**config.mk**
```make
export PLATFORM = sky130hd
export DESIGN_NAME = debug_uart_tx
export DESIGN_NICKNAME = d
export VERILOG_FILES = /design/src/rtl/debug_uart_tx.sv
export SDC_FILE = /design/constraint.sdc
export NUM_CORES = 1
export LEC_CHECK = 0
export ABC_AREA = 1
export BUFFER_PORTS_ARGS = -buffer_cell sky130_fd_sc_hd__buf_2
export CORE_MARGIN = 4
export CORE_UTILIZATION = 41
export CTS_CLUSTER_SIZE = 8
export DETAILED_ROUTE_END_ITERATION = 8
export GPL_ROUTABILITY_DRIVEN = 0
export GPL_TIMING_DRIVEN = 0
export MAX_ROUTING_LAYER = met4
export PLACE_DENSITY_LB_ADDON = 0.05
export SKIP_LAST_GASP = 1
export SYNTH_ARGS = -nofsm -noshare
export SYNTH_HDL_FRONTEND = slang
export SYNTH_SLANG_ARGS = --single-unit
```
**constraint.sdc**
```tcl
create_clock -name clk -period 1.54 [get_ports clk]
set_input_delay 0.308 -clock clk [delete_from_list [all_inputs] [get_ports clk]]
set_output_delay 0.308 -clock clk [all_outputs]
set_load 0.005 [all_outputs]
```
**src/rtl/debug_uart_tx.sv**
```systemverilog
// Debug-word UART transmitter: start bit, WIDTH data bits LSB first, optional even
// parity (define DEBUG_UART_TX_PARITY_EN), one stop bit. o_tx is driven from a register.
module debug_uart_tx #(
  parameter int WIDTH        = 8,
  parameter int CLKS_PER_BIT = 16
) (
  input  logic             clk,
  input  logic             i_reset_n,
  input  logic [WIDTH-1:0] i_data,
  input  logic             i_valid,
  output logic             o_ready,
  output logic             o_tx,
  output logic             o_busy,
  output logic             o_done,
  output logic [2:0]       state_dbg
);

  localparam int BAUD_W = $clog2(CLKS_PER_BIT);
  localparam int BIT_W  = $clog2(WIDTH + 1);

  // State encoding is visible on state_dbg; ST_IDLE is 0.
  typedef enum logic [2:0] {
    ST_IDLE   = 3'd0,
    ST_START  = 3'd1,
    ST_DATA   = 3'd2,
    ST_PARITY = 3'd3,
    ST_STOP   = 3'd4
  } state_t;

  state_t             state_q, state_d;
  logic [BAUD_W-1:0]  baud_q, baud_d;
  logic [BIT_W-1:0]   bit_q, bit_d;
  logic [WIDTH-1:0]   shift_q, shift_d;
  logic               tx_q, tx_d;
  logic               done_q, done_d;
  logic               accept;
  logic               baud_last;
`ifdef DEBUG_UART_TX_PARITY_EN
  logic               parity_q, parity_d;
`endif

  // Handshake: a word is taken when i_valid and o_ready are both high at a rising
  // clk edge; o_ready is high only in IDLE, and i_valid outside IDLE is dropped.
  assign accept    = i_valid && (state_q == ST_IDLE);
  assign baud_last = (baud_q == BAUD_W'(CLKS_PER_BIT - 1));

  always_ff @(posedge clk or negedge i_reset_n) begin
    if (!i_reset_n) begin
      state_q  <= ST_IDLE;
      baud_q   <= '0;
      bit_q    <= '0;
      shift_q  <= '0;
      tx_q     <= 1'b1;
      done_q   <= 1'b0;
`ifdef DEBUG_UART_TX_PARITY_EN
      parity_q <= 1'b0;
`endif
    end else begin
      state_q  <= state_d;
      baud_q   <= baud_d;
      bit_q    <= bit_d;
      shift_q  <= shift_d;
      tx_q     <= tx_d;
      done_q   <= done_d;
`ifdef DEBUG_UART_TX_PARITY_EN
      parity_q <= parity_d;
`endif
    end
  end

  always_comb begin
    state_d  = state_q;
    baud_d   = baud_q;
    bit_d    = bit_q;
    shift_d  = shift_q;
    done_d   = 1'b0;
    tx_d     = 1'b1;
`ifdef DEBUG_UART_TX_PARITY_EN
    parity_d = parity_q;
`endif

    case (state_q)
      ST_IDLE: begin
        if (accept) begin
          shift_d  = i_data;
          baud_d   = '0;
          bit_d    = '0;
          state_d  = ST_START;
`ifdef DEBUG_UART_TX_PARITY_EN
          parity_d = ^i_data;
`endif
        end
      end

      ST_START: begin
        if (baud_last) begin
          baud_d  = '0;
          state_d = ST_DATA;
        end else begin
          baud_d = baud_q + BAUD_W'(1);
        end
      end

      ST_DATA: begin
        if (baud_last) begin
          baud_d  = '0;
          shift_d = shift_q >> 1;
          if (bit_q == BIT_W'(WIDTH - 1)) begin
            bit_d   = '0;
`ifdef DEBUG_UART_TX_PARITY_EN
            state_d = ST_PARITY;
`else
            state_d = ST_STOP;
`endif
          end else begin
            bit_d = bit_q + BIT_W'(1);
          end
        end else begin
          baud_d = baud_q + BAUD_W'(1);
        end
      end

`ifdef DEBUG_UART_TX_PARITY_EN
      ST_PARITY: begin
        if (baud_last) begin
          baud_d  = '0;
          state_d = ST_STOP;
        end else begin
          baud_d = baud_q + BAUD_W'(1);
        end
      end
`endif

      ST_STOP: begin
        if (baud_last) begin
          baud_d  = '0;
          state_d = ST_IDLE;
          done_d  = 1'b1;
        end else begin
          baud_d = baud_q + BAUD_W'(1);
        end
      end

      default: begin
        state_d = ST_IDLE;
        baud_d  = '0;
        bit_d   = '0;
      end
    endcase

    // The line level is a function of the state being entered, so the pin is
    // registered yet the start bit still appears the cycle after accept.
    case (state_d)
      ST_START: tx_d = 1'b0;
      ST_DATA:  tx_d = shift_d[0];
`ifdef DEBUG_UART_TX_PARITY_EN
      ST_PARITY: tx_d = parity_q;
`endif
      default:  tx_d = 1'b1;
    endcase
`ifdef DEBUG_UART_TX_PARITY_EN
    // Parity is latched in the same edge as entry to START; use the fresh value on entry.
    if (state_q == ST_DATA && state_d == ST_PARITY) begin
      tx_d = parity_q;
    end
`endif
  end

  assign o_tx      = tx_q;
  assign o_ready   = (state_q == ST_IDLE);
  assign o_busy    = (state_q != ST_IDLE);
  assign o_done    = done_q;
  assign state_dbg = state_q;

endmodule

```
After elaboration in Yosys (flattened, before gate mapping):

Index checks and enable logic that the tools add are counted.

* reduce and logical (&&, ||, !) cells: 8
* add/subtract/negate cells: 2
* eq/ne operators: 9
* bitwise logic cells: 1
* mux-type cells: 18

Operators by type and width (count)
* $mux 4: 4
* $mux 8: 2
* $pmux 8 s2: 1
* $mux 3: 5
* $pmux 3 s4: 1
* $pmux 4 s3: 1
* $add 4x1->4 const B: 2
* $pmux 4 s2: 1
* $eq 3x1->1 const B: 2
* $eq 3x2->1 const B: 2
* $reduce_and 3->1: 2
* $eq 4x3->1 const B: 1
* $eq 4x4->1 const B: 1
* $eq 3x3->1 const B: 1
* $logic_not 3->1: 1
* $reduce_bool 3->1: 1
* $reduce_or 3->1: 1
* $mux 1: 2
* $ne 2x1->1 const B: 1
* $ne 2x2->1 const B: 1
* $pmux 1 s2: 1
* $reduce_bool 2->1: 1
* $reduce_or 2->1: 1
* $logic_and 1x1->1: 1
* $not 1->1: 1

* bits of input ports: 11
* register bits: 21

Depth between registers and ports, before layout:

* depth after elaboration: 6
* mapped depth: 9
* mapped depth without buffers: 9

Worst setup path after synthesis:

OpenSTA, ideal clock, no wires.

* kind: register to register
* start: reg baud_q[0]
* end: reg shift_q[1]
* arrival: 1.182 ns
* slack: 0.235 ns
* path buffers: 0
* setup time: 0.124 ns
* clock period less this slack: 1.305 ns
* stages on the path, launching flop included: 9
* path through: dfrtp_1 > ha_1 > nand2_1 > nor2_2 > nand2_1 > inv_2 > nor2_4 > nand2_1 > nand3_1

* cells in the longest elaborated chain, start to end: 3

Ends and longest elaborated chain
* start: declaration: line 31 `logic [BAUD_W-1:0] baud_q, baud_d;`
* start signal: assignment: line 60 `baud_q <= baud_d;`
* $eq 4x4->1: line 45 `assign baud_last = (baud_q == BAUD_W'(CLKS_PER_BIT - 1));`
* $ne 2x2->1 (no source line)
* $reduce_and 3->1 (no source line)
* end signal: assignment: line 62 `shift_q <= shift_d;`
* end: declaration: line 33 `logic [WIDTH-1:0] shift_q, shift_d;`

Every way passes these cells.
A chain may end at the register's enable or synchronous reset.

Final worst setup path:

* start: reg state_q[0] (netlist: state_dbg[0])
* end: out o_ready

* cells in the longest elaborated chain, start to end: 1

Ends and longest elaborated chain
* start: declaration: line 30 `state_t state_q, state_d;`
* start signal: assignment: line 59 `state_q <= state_d;`
* $logic_not 3->1: line 170 `assign o_ready = (state_q == ST_IDLE);`
* end: declaration: line 11 `output logic o_ready,`

Every way passes these cells.

==> results.cfg <==
[drt]
drt_iter0_markers = 30
viasPerCell = 4.97
totalWireLength_um = 2140
antenna_violating_nets_post_route = 0
wire_per_inst_um = 11.6
drc = 0
dr.pass1.iters = 4
num_vias = 920

[grt]
grt_first_pass_wirelength_um = 3560
largest_net_degree_at_the_start_of_global_routing = 22
vias_in_the_first_global_route = 824
grt.overflow.total = 0
antenna_found_initial = 0
track_usage_pct = 14.1

[floorplan]
die-area_um2 = 3420
placementRows = 18
initial_core_util_pct = 42.6
dieWidth_um = 58.5
die-height_um = 58.5
coreArea_um2 = 2450
floorplan.io_pins = 18

[power_and_ir_drop]
power_switching_mw = 0.178
power.total_mw = 0.843
ir_worst_vdd_mv = 0.479
total_leakage_power_nw = 0.679
pwr_density_cell_nw_per_um2 = 658
intPower_mw = 0.665
power_frac_clock_pct = 30.9
power_frac_comb_pct = 3.4
power.share.sequential_pct = 65.6
switching_share_pct = 21.1

[logic_synthesis]
post_synth_instance_area_um2 = 1050
post_synthesis_area_per_instance_um2 = 8.30
postSynthCellCount = 126
synth_edf_count = 0
synth_seq_area_share_pct = 50.4
synth_async_sr_flop_share_pct = 100
yosys.cell_count.top_type = sky130_fd_sc_hd__nand2_1
synth.largest_area_cell = sky130_fd_sc_hd__dfrtp_1
ys_top_cells_by_count = sky130_fd_sc_hd__nand2_1, sky130_fd_sc_hd__dfrtp_1, sky130_fd_sc_hd__nand3_1
synth.lib_cells_used.distinct = 20
synth.yosys.warnings = 0
synth_nets = 139
ys.flop_type = sky130_fd_sc_hd__dfrtp_1
synth.top_cells.by_area = sky130_fd_sc_hd__dfrtp_1, sky130_fd_sc_hd__nand2_1, sky130_fd_sc_hd__nand3_1
synthDominantCellAreaShare_pct = 47.8
synth.ff_latch_count = 21

[clock_tree]
cts.path.max_buffers = 2
clkSinkCount = 21
path_clk_slew_ns = 0.12
clk_root_buffer_cell = sky130_fd_sc_hd__clkbuf_4
numCtsBuffers = 3
worstSkewPairLatency_ns = 0.30
clock_tree.htree_level_count = 1
clock_tree_from_tritoncts = built

[status]
result_of_the_run = finished, final reports clean

[finish]
area.growth.synth_to_final_pct = 22.5
layoutNonFillerInstCount = 185
final_nets = 169
n_antenna_cell = 0
drive_above_1_share_pct = 29.0

[sta]
setup-violations-final = 0
period_needed_ns = 1.47
clock_skew_ns = 0.00552
timing.final.crit_share_pct = 95.8
report.final.slew_viol_count = 0
highest_clock_frequency_the_design_can_meet_ghz = 0.678
maxSlewHeadroom_pct = 68.5
final_hold_viol_count = 0
grt_setup_unrepaired = true
max_slew.worst_pin.slew_ns = 0.472

[worst_setup_path]
critical_path.max_fanout = 4
worstPathArrival_ns = 1.17
crit_required_ns = 1.23
critical_path.cell_chain = nor2_4 > nand2_4 > inv_4 > buf_6
worst-setup-path-type = reg2out
timing.critical_path.from_type = register
crit_path_end_kind = primary output
critical-path-max-stage-delay_ns = 0.46
slowest_cell_on_the_critical_path = sky130_fd_sc_hd__dfrtp_2

[flow_run]
drv_cap = 0

[hold_path]
min-delay-path-class = in2reg

[place]
buffer_ports.inserted = 17
place.detailed.instances = 173
dp_hpwl_um = 1530
-- timing repair --
| action | in CTS | in global routing |
|---|---|---|
| hold endpoints to repair | 20 | 0 |
| pin swaps | 0 | 2 |
| buffers inserted | 1 | 6 |
| setup endpoints to repair | 2 | 12 |
| hold buffers | 1 | 0 |
| gates resized for setup | 2 | 6 |
-- cells by family (layout without fill, tap and decap cells) --
group	count (synthesis)	in the layout	share of synthesized area [%]
simple gates	81	81	37.3
flops	21	21	50.4
xor+xnor	1	1	0.837
buf+inv	10	39	3.59
fa+ha+maj	2	2	2.39
compound gates	11	11	5.50
-- state kept, by name, summed over array words and instances, names as in the netlist --
name / flops
bit_q: 4
o_tx: 1
baud_q: 4
shift_q: 8
o_done: 1
state_dbg: 3
-- metal layers --
metal | up-vias | share of wire (%) | global-route usage (%)
met5 | - | 0 | -
met4 | 0 | 0.70 | 4.97
met3 | 2 | 5.1 | 2.63
met2 | 25 | 49 | 23.1
met1 | 426 | 45 | 17.2
li1 | 467 | - | -
-- critical path, delay by kind of cell, from the launching register on --
kind	cells	cell delay, ns
buffers and inverters	2	0.15
AND/OR/NAND/NOR	2	0.26
flip-flops	1	0.46
-- final timing paths --
check	startpoint	endpoint	slack [ns]	cells past startpoint
setup / recovery	state_dbg[0]	o_ready	0.07	4
hold reg to reg	shift_q[7]	shift_q[7]	0.49	2
setup reg to reg	state_dbg[0]	bit_q[0]	0.10	7
max in group asynchronous	i_reset_n	state_dbg[2]	0.70	2
hold / removal	i_data[7]	shift_q[7]	0.21	3
min in group asynchronous	i_reset_n	baud_q[2]	0.49	2
-- layout by cell type, fill, tap and decap left out, drive strengths merged --
cell type,netlist,layout
o22ai,2,2
clkbuf,0,4
nand2,47,47
buf,0,24
dfrtp,20,20
inv,10,10
xor2,1,1
or2,2,2
ha,2,2
dlygate4sd3,0,1
dfstp,1,1
o21ai,5,5
a21oi,4,4
nand3,16,16
nand4,4,4
nor2,12,12
-- power by group through the flow --
stage          sequential, mW  combinational [mW]  clock [mW]
2_1_floorplan           0.564             0.00402           0
3_3_place_gp            0.564              0.0277           0
3_5_place_dp            0.564              0.0285           0
4_1_cts                 0.554              0.0302       0.284
5_1_grt                 0.554              0.0337       0.306
6_report                0.553              0.0289       0.261
-- per-stage QoR --
step / utilization, % / setup slack, ns / cell area, um^2 / TNS [ns] / hold slack (ns)
2_1_floorplan: - / 0.235 / 1050 / 0 / 0.0124
3_3_place_gp: 47.6 / 0.0275 / 1170 / 0 / 0.293
3_5_place_dp: 47.6 / 0.0402 / 1170 / 0 / 0.298
4_1_cts: 49.6 / 0.0178 / 1220 / 0 / 0.198
5_1_grt: 52.2 / -0.0278 / 1280 / -0.155 / 0.212
6_report: 52.2 / 0.0652 / 1280 / 0 / 0.210
-- area by class of cell --
class                      count  area (um^2)
multi-input combinational     95          492
sequential                    21          529
timing repair buffer          25          154
tap                           30         37.5
fill                         236         1170
inverter                      10         42.5
clock buffer                   4         26.3
(Power assumes the default switching activity.)
